## config.mk

```make
export PLATFORM = sky130hd
export DESIGN_NAME = dac_stream_ctrl_flat
export DESIGN_NICKNAME = d
export VERILOG_FILES = /design/src/rtl/dac_stream_ctrl_if.sv /design/src/rtl/dac_stream_ctrl.sv /design/src/flat_wrapper.sv
export SDC_FILE = /design/constraint.sdc
export NUM_CORES = 1
export LEC_CHECK = 0
export CAP_MARGIN = 10
export CORE_MARGIN = 2
export CORE_UTILIZATION = 50
export DETAILED_ROUTE_END_ITERATION = 7
export PLACE_DENSITY = 0.71
export SLEW_MARGIN = 10
export SYNTH_ARGS = -nofsm -noshare
export SYNTH_HDL_FRONTEND = slang
export SYNTH_SLANG_ARGS = --single-unit
```

## constraint.sdc

```tcl
create_clock -name clk -period 3.8 [get_ports clk]
set_clock_uncertainty 0.1 [all_clocks]
set_input_delay 0.38 -clock clk [delete_from_list [all_inputs] [get_ports clk]]
set_output_delay 0.38 -clock clk [all_outputs]
set_load 0.1 [all_outputs]
```

## src/rtl/dac_stream_ctrl_if.sv

```systemverilog
// Producer-side frame handshake for dac_stream_ctrl: one stereo frame per
// accepted wr_valid/wr_ready cycle.
interface dac_stream_ctrl_if #(
   parameter int SW = 16
);
   logic                 wr_valid;
   logic                 wr_ready;
   logic signed [SW-1:0] wr_l;
   logic signed [SW-1:0] wr_r;

   modport master (output wr_valid, output wr_l, output wr_r, input wr_ready);
   modport slave  (input wr_valid, input wr_l, input wr_r, output wr_ready);
endinterface

```

## src/rtl/dac_stream_ctrl.sv

```systemverilog
// Audio DAC stream controller: fractional rate generator producing oversample
// ticks, a stereo frame FIFO, and sample-boundary output registers.
module dac_stream_ctrl #(
   parameter int SW            = 16,
   parameter int DEPTH_LOG2    = 4,
   parameter int PHASE_W       = 9,
   parameter int CLK_HZ        = 50000000,
   parameter int UNDERRUN_ZERO = 0
) (
   input  logic                  clk,
   input  logic                  rst_n,
   input  logic                  snd_on,
   input  logic [15:0]           rate,
   input  logic                  err_clr,
   dac_stream_ctrl_if.slave      wr,
   output logic                  dac_clk,
   output logic [PHASE_W-1:0]    phase,
   output logic                  next_sample,
   output logic signed [SW-1:0]  snd_l,
   output logic signed [SW-1:0]  snd_r,
   output logic [DEPTH_LOG2:0]   level,
   output logic                  underrun
);
   localparam logic [31:0]           CLK_C  = 32'(CLK_HZ);
   localparam logic [DEPTH_LOG2:0]   FULL   = {1'b1, {DEPTH_LOG2{1'b0}}};
   localparam logic [PHASE_W-1:0]    PH_MAX = '1;

   logic [31:0]            acc_q, acc_d;
   logic                   dac_clk_q, dac_clk_d;
   logic [PHASE_W-1:0]     phase_q, phase_d;
   logic [DEPTH_LOG2-1:0]  wr_ptr_q, wr_ptr_d;
   logic [DEPTH_LOG2-1:0]  rd_ptr_q, rd_ptr_d;
   logic [DEPTH_LOG2:0]    level_q, level_d;
   logic signed [SW-1:0]   snd_l_q, snd_l_d;
   logic signed [SW-1:0]   snd_r_q, snd_r_d;
   logic                   underrun_q, underrun_d;

   logic [31:0]            inc;
   logic [31:0]            sum;
   logic                   wr_ready;
   logic                   push;
   logic                   pop;
   logic                   starve;
   logic [2*SW-1:0]        head;

   logic [2*SW-1:0]        mem [1 << DEPTH_LOG2];

   assign wr_ready    = snd_on & (level_q != FULL);
   assign wr.wr_ready = wr_ready;
   assign dac_clk     = dac_clk_q & snd_on;
   assign next_sample = dac_clk & (phase_q == PH_MAX);
   assign push        = wr.wr_valid & wr_ready;
   assign pop         = next_sample & (level_q != '0);
   assign starve      = next_sample & (level_q == '0);
   assign head        = mem[rd_ptr_q];

   assign phase    = phase_q;
   assign snd_l    = snd_l_q;
   assign snd_r    = snd_r_q;
   assign level    = level_q;
   assign underrun = underrun_q;

   always_ff @(posedge clk) begin
      if (push) begin
         mem[wr_ptr_q] <= {wr.wr_l, wr.wr_r};
      end
   end

   always_comb begin
      inc        = 32'(rate) << PHASE_W;
      sum        = acc_q + inc;
      acc_d      = acc_q;
      dac_clk_d  = 1'b0;
      phase_d    = phase_q + PHASE_W'(dac_clk);
      wr_ptr_d   = wr_ptr_q;
      rd_ptr_d   = rd_ptr_q;
      level_d    = level_q;
      snd_l_d    = snd_l_q;
      snd_r_d    = snd_r_q;
      underrun_d = starve | (underrun_q & ~err_clr);

      // Saturated rate: tick every cycle and park acc so it cannot run away.
      if (inc >= CLK_C) begin
         dac_clk_d = 1'b1;
      end else if (sum >= CLK_C) begin
         acc_d     = sum - CLK_C;
         dac_clk_d = 1'b1;
      end else begin
         acc_d = sum;
      end

      if (push) begin
         wr_ptr_d = wr_ptr_q + 1'b1;
      end
      if (pop) begin
         rd_ptr_d = rd_ptr_q + 1'b1;
         snd_l_d  = head[2*SW-1:SW];
         snd_r_d  = head[SW-1:0];
      end else if (starve && (UNDERRUN_ZERO != 0)) begin
         snd_l_d = '0;
         snd_r_d = '0;
      end
      level_d = level_q + {{DEPTH_LOG2{1'b0}}, push} - {{DEPTH_LOG2{1'b0}}, pop};

      if (!snd_on) begin
         acc_d     = '0;
         dac_clk_d = 1'b0;
         phase_d   = '0;
         wr_ptr_d  = '0;
         rd_ptr_d  = '0;
         level_d   = '0;
         snd_l_d   = '0;
         snd_r_d   = '0;
      end
   end

   always_ff @(posedge clk or negedge rst_n) begin
      if (!rst_n) begin
         acc_q      <= '0;
         dac_clk_q  <= 1'b0;
         phase_q    <= '0;
         wr_ptr_q   <= '0;
         rd_ptr_q   <= '0;
         level_q    <= '0;
         snd_l_q    <= '0;
         snd_r_q    <= '0;
         underrun_q <= 1'b0;
      end else begin
         acc_q      <= acc_d;
         dac_clk_q  <= dac_clk_d;
         phase_q    <= phase_d;
         wr_ptr_q   <= wr_ptr_d;
         rd_ptr_q   <= rd_ptr_d;
         level_q    <= level_d;
         snd_l_q    <= snd_l_d;
         snd_r_q    <= snd_r_d;
         underrun_q <= underrun_d;
      end
   end
endmodule

```

## src/flat_wrapper.sv

```systemverilog
// flat-port wrapper written by rule: the top's interface ports become plain ports
module dac_stream_ctrl_flat 
#(
   parameter int SW            = 16,
   parameter int DEPTH_LOG2    = 4,
   parameter int PHASE_W       = 9,
   parameter int CLK_HZ        = 50000000,
   parameter int UNDERRUN_ZERO = 0
)
  (clk, rst_n, snd_on, rate, err_clr, dac_clk, phase, next_sample, snd_l, snd_r, level, underrun, wr_wr_valid, wr_wr_l, wr_wr_r, wr_wr_ready);
  dac_stream_ctrl_if #(.SW(SW)) wr_i ();
  input  logic clk;
  input  logic rst_n;
  input  logic snd_on;
  input  logic [15:0] rate;
  input  logic err_clr;
  output logic dac_clk;
  output logic [PHASE_W-1:0] phase;
  output logic next_sample;
  output logic signed [SW-1:0] snd_l;
  output logic signed [SW-1:0] snd_r;
  output logic [DEPTH_LOG2:0] level;
  output logic underrun;
  input wire logic [$bits(wr_i.wr_valid)-1:0] wr_wr_valid;
  input wire logic [$bits(wr_i.wr_l)-1:0] wr_wr_l;
  input wire logic [$bits(wr_i.wr_r)-1:0] wr_wr_r;
  output wire logic [$bits(wr_i.wr_ready)-1:0] wr_wr_ready;
  assign wr_i.wr_valid = wr_wr_valid;
  assign wr_i.wr_l = wr_wr_l;
  assign wr_i.wr_r = wr_wr_r;
  assign wr_wr_ready = wr_i.wr_ready;
  dac_stream_ctrl #(.SW(SW), .DEPTH_LOG2(DEPTH_LOG2), .PHASE_W(PHASE_W), .CLK_HZ(CLK_HZ), .UNDERRUN_ZERO(UNDERRUN_ZERO)) u_core (.clk(clk), .rst_n(rst_n), .snd_on(snd_on), .rate(rate), .err_clr(err_clr), .wr(wr_i), .dac_clk(dac_clk), .phase(phase), .next_sample(next_sample), .snd_l(snd_l), .snd_r(snd_r), .level(level), .underrun(underrun));
endmodule
```

======== After elaboration in Yosys (flattened, before gate mapping) ========
Memory sizes are Yosys's and may differ from the RTL's.
Index checks and enable logic that the tools add are counted.
storage, ports and cells
  bits in registers ....................... 88
  bits in writable memories ............... 512
  input bits .............................. 53
  memories kept ........................... 1
  logic and storage cells ................. 53
  output and inout bits ................... 50
memory list
  name        words  width  read ports  clocked after Yosys merged registers in  wr ports  line                   source
  u_core.mem  16     32     1           0                                        1         dac_stream_ctrl.sv:46  logic [2*SW-1:0] mem [1 << DEPTH_LOG2];
cells by class
  reduce and logical (&&, ||, !) cells .... 2
  eq/ne operators ......................... 5
  mux-type cells .......................... 18
  order comparisons ....................... 2
  $add $sub $neg .......................... 7
  bitwise logic cells ..................... 9
operator list
  operator                  count
  $mux W32                  3
  $mux W16                  4
  $add A32 B25 Y32          1
  $ge A32 B26 Y1 const B    1
  $sub A32 B26 Y32 const B  1
  $ge A25 B26 Y1 const B    1
  $mux W4                   4
  $add A9 B1 Y9             1
  $eq A9 B9 Y1 const B      1
  $mux W9                   1
  $add A4 B1 Y4 const B     2
  $and A1 B1 Y1             7
  $add A5 B1 Y5             1
  $logic_not A5 Y1          1
  $mux W1                   5
  $mux W5                   1
  $ne A5 B5 Y1 const B      1
  $reduce_bool A5 Y1        1
  $sub A5 B1 Y5             1
  $ne A2 B1 Y1 const B      2
  $ne A2 B2 Y1 const B      1
  $not A1 Y1                1
  $or A1 B1 Y1              1

======== Depth between registers and ports, before layout ========
  depth in word-level cells ............... 6
  mapped depth ............................ 14
  mapped depth without buffers ............ 13

======== Worst setup path before layout ========
Ideal clock, no wire load.
  path type ............................... reg2reg
  start ................................... register u_core.level_q[2], in the netlist u_core.level[2]
  end ..................................... memory u_core.mem[3][0] (netlist name), enable pin
  arrival time ............................ 5.787 ns
  period minus slack after synthesis ...... 6.348 ns
  setup slack ............................. -2.548 ns
  setup time .............................. 0.461 ns
  cell stages (with the launch flop) ...... 8
  buffers on the path ..................... 1
  data required time ...................... 3.239 ns
  cell sequence ........................... dfrtp_1 -> inv_1 -> ha_1 -> a31oi_1 -> and2_1 -> clkbuf_1 -> nand2_1 -> nor3_1
between the ends
  longest elaborated chain between the ends .. 5
RTL lines
  what                           line                    source
  start: declaration             dac_stream_ctrl.sv:33   logic [DEPTH_LOG2:0] level_q, level_d;
  start signal: assignment       dac_stream_ctrl.sv:134  level_q <= level_d;
  $ne A5 B5 Y1                   dac_stream_ctrl.sv:48   assign wr_ready = snd_on & (level_q != FULL);
  $and A1 B1 Y1                  dac_stream_ctrl.sv:48
  net wr_wr_ready                flat_wrapper.sv:27      output wire logic [$bits(wr_i.wr_ready)-1:0] wr_wr_ready;
  $and A1 B1 Y1                  dac_stream_ctrl.sv:52   assign push = wr.wr_valid & wr_ready;
  $mux W1                        dac_stream_ctrl.sv:64   if (push) begin
  $mux W1 (not written as such)  dac_stream_ctrl.sv:65   mem[wr_ptr_q] <= {wr.wr_l, wr.wr_r};
  end: declaration               dac_stream_ctrl.sv:46
The timed path passes the listed nets, and every way through them passes these cells.

======== Worst setup path in the final report ========
  start ................................... register u_core.acc_q[9]
  end ..................................... register u_core.acc_q[31]
between the ends
  longest elaborated chain between the ends .. 5
  elaborated cells on any way between the ends .. 6
  those cells by class .................... add/sub: 2; order compare: 1; mux: 3
RTL lines
  what                                                line                                          source
  start: declaration                                  dac_stream_ctrl.sv:28                         logic [31:0] acc_q, acc_d;
  start signal: assignment                            dac_stream_ctrl.sv:119                        acc_q <= '0;
  start signal: assignment                            dac_stream_ctrl.sv:129                        acc_q <= acc_d;
  $add A32 B25 Y32 *                                  dac_stream_ctrl.sv:71                         sum = acc_q + inc;
  $sub A32 B26 Y32 or $ge A32 B26 Y1 (tied branches)  dac_stream_ctrl.sv:86, dac_stream_ctrl.sv:85
  $mux W32 *                                          dac_stream_ctrl.sv:85                         end else if (sum >= CLK_C) begin
  $mux W32 *                                          dac_stream_ctrl.sv:83                         if (inc >= CLK_C) begin
  $mux W32 *                                          dac_stream_ctrl.sv:105                        if (!snd_on) begin
  net u_core.acc_d[31]                                dac_stream_ctrl.sv:28
Mark *: on every way through the listed nets, which the timed path passes. The rest lies on a longest branch. The select of a mux whose other input is x is not followed.
A chain may end at the register's enable or synchronous reset.

==> results.yml <==
run_status:
  run_status: "finished clean"
timing:
  hold_viol_final: 0
  min_period_over_period_pct: 94.3
  setup_viol: 0
  worst_pin_slew_ns: 1.07
  period_needed_ns: 3.58
  max_freq_mhz: 279
  hold_ws_ns: 0.216
  slew_headroom_pct: 28.7
  slew_violations: 0
  grt_setup_unrepaired: "no"
  setup_ws_ns: 0.218
setup_path:
  cp_max_fo: 3
  end_kind: "register"
  regToRegStartpoint: "u_core.acc_q[9]"
  worst_r2r_path_depth: 13
  cpMostUsedCell: "buf_4"
  crit_chain: "ha_1 -> fa_2 -> buf_4 -> xnor2_1 -> buf_4 -> nand3_1 -> or3b_1 -> o32ai_2 -> a21oi_1 -> or3_1 -> o31a_1 -> buf_4 -> a311oi_1"
  slowest_stage: "or3b_1"
  r2r_slack_ns: 0.22
  path_buf_inv: 3
  startpoint: "u_core.acc_q[9]"
  cp_top_family: "compound AO/OA/AOI/OAI gates"
  crit_path_start_kind: "register"
  cp.required_ns: 4.20
  slowest_delay_ns: 0.40
  path_depth: 13
  setup.worst_path.class: "reg2reg"
  crit_arrival_ns: 3.98
drt:
  drc: 0
  post_drt_via_cell_ratio: 5.89
  routedWlPerCell_microns: 24.9
  dr.pass1.iters: 5
  via_count: 13400
  drtAntennaViolNets: 0
  wl_microns: 56800
  first_iter_violations: 1281
grt:
  grt_max_degree: 70
  antenna_found_initial: 2
  grt_pass1_vias: 13800
  grt_pass1_wl_microns: 85200
  grt_usage_pct: 22.8
  grt_overflow_total: 0
clocking:
  htreeDepth: 2
  clk_pin_slew_ns: 0.06
  cts_tree: "done"
  clock_latency_ns: 0.61
  clockRootBuffer: "clkbuf_16"
  clock_sinks: 593
  cts_buffer_depth: 3
  numCtsBuffers: 58
yosys:
  yosys.area.top_type: "edfxtp_1"
  avgSynthCellArea_sq_um: 18.2
  syn_area_sq_um: 24700
  ys_warn_count: 0
  synth.distinct_cells: 82
  ys_seq_area_share_pct: 70.6
  synthArstFlopShare_pct: 13.7
  syn_inst: 1353
  synth_top_area_share_pct: 62.4
  syn_nets: 1438
  synth-main-ff-cell: "edfxtp_1"
  yosys_register_bits: 593
  synth_edf_count: 512
  yosys-top-cells-area: "edfxtp_1, mux4_2, dfrtp_1"
floorplan:
  die-width_microns: 226
  design.core.area_sq_um: 48800
  die_h_microns: 226
  die_area_sq_um: 51100
  num_io_pins: 103
  rows: 81
  start_util_pct: 50.5
placed_design:
  place_ws_ns: -0.323
  place.gp.congestion: 0.889
  portBuffers: 102
  dpl_cell_area_sq_um: 27500
  dpl.hpwl_microns: 32500
hold_path:
  whs_path_depth: 5
  hold_path.class: "in2reg"
  worstHoldStart: "snd_on"
layout:
  fill_cells: 3528
  final_nets: 1654
  area_growth_pct: 19.2
  multi_input_area_sq_um: 7050
  design_area_sq_um: 29400
  drive_above_1_share_pct: 26.2
  layout_commonest_cell: "edfxtp_1"
  regArea_sq_um: 17400
  mostFrequentLayoutCells: "edfxtp_1, mux4_2, nand2_1, buf_4, clkdlybuf4s50_1"
  diodes: 0
pwr:
  p_per_area_nw_per_um2: 572
  peakVddDrop_mv: 0.396
  p_leak_uw: 0.00965
job:
  maxCapViolCount: 0
## synth_stat cells (3+ instances only)
cell type and n:
edfxtp_1 512, mux4_2 160, nand2_1 117, dfrtp_1 81
nor2_1 61, o21ai_0 54, clkbuf_1 50, a21oi_1 32
ha_1 30, xnor2_1 26, inv_1 21, nand3_1 15
and2_1 12, buf_1 12, nand4_1 11, nor3_1 11
mux2i_1 9, xor2_1 9, and3_1 8, a211oi_1 6
a21o_1 6, or3_1 6, a31oi_1 5, buf_2 5
nand2b_1 5, a21oi_2 4, o211ai_1 4, buf_6 3
o22ai_1 3, o311ai_0 3, or2_2 3
## cells by family (layout without fill, tap and decap cells)
| group | count (synthesis) | count (layout) | share of synthesized area, % |
|---|---|---|---|
| DFF | 593 | 593 | 70.6 |
| xor gates and xnor gates | 35 | 35 | 1.24 |
| and+or+nand+nor | 273 | 273 | 5.41 |
| AOI/OAI and AO/OA | 160 | 160 | 4.60 |
| buffers and inverters | 91 | 355 | 1.50 |
| adders and majority gates | 32 | 32 | 1.68 |
| muxes | 169 | 169 | 15.0 |
## final timing paths
kind / endpoint
max: u_core.acc_q[31]
min: u_core.phase[0]
max reg2reg: u_core.acc_q[31]
min reg2reg: u_core.snd_l[0]
max in group asynchronous: u_core.rd_ptr_q[2]
min in group asynchronous: u_core.acc_q[19]
## metal layers
| layer | up-vias | share of wire (%) | GRT usage [%] |
|---|---|---|---|
| li1 | 5869 | - | - |
| met1 | 7002 | 41 | 31.0 |
| met2 | 462 | 50 | 37.9 |
| met3 | 108 | 6.1 | 3.60 |
| met4 | 4 | 2.8 | 8.00 |
| met5 | - | 0.049 | 0 |
## sequential cells by signal, indices dropped and copies added, names as in the netlist
signal / cells
u_core.dac_clk_q: 1
u_core.rd_ptr_q: 4
u_core.snd_l: 16
u_core.mem: 512
u_core.underrun: 1
u_core.snd_r: 16
u_core.acc_q: 25
u_core.level: 5
u_core.phase: 9
u_core.wr_ptr_q: 4
## power by group
| part | switching, uW | internal (uW) |
|---|---|---|
| combinational | 2000 | 1710 |
| clock | 2360 | 3280 |
| sequential | 142 | 7300 |
## cell type report
type / instances / area share [%]
flip-flops and latches: 593 / 59.3
multi-input cells: 669 / 24.0
well taps: 664 / 2.83
repair buffers: 226 / 7.29
clock inverters: 18 / 0.745
clock buffers: 90 / 5.56
inverters: 21 / 0.268
## stage by stage
step,utilization (%),instances,total power [uW],setup TNS [ns]
floorplan,-,1353,9800,0
global placement,56.3,2171,11200,-4.00
detailed placement,56.3,2171,11200,-5.56
CTS,60.1,2280,16800,0
global route,60.1,2281,17400,0
finish,60.1,2281,16800,0
## worst reg2reg max path, cell delays in order, from the launching register on
cell and delay (ns):
dfrtp_1 0.38, ha_1 0.22, fa_2 0.38, buf_4 0.16
xnor2_1 0.14, buf_4 0.15, nand3_1 0.09, or3b_1 0.40
o32ai_2 0.27, a21oi_1 0.14, or3_1 0.32, o31a_1 0.28
buf_4 0.15, a311oi_1 0.30
## timing repair
item,CTS,global route
buffers inserted,0,1
hold buffers,1,0
endpoints found under the setup margin,0,7
hold endpoints to repair,61,0
gates resized for setup,0,4
Power figures use the tool's default switching activity.
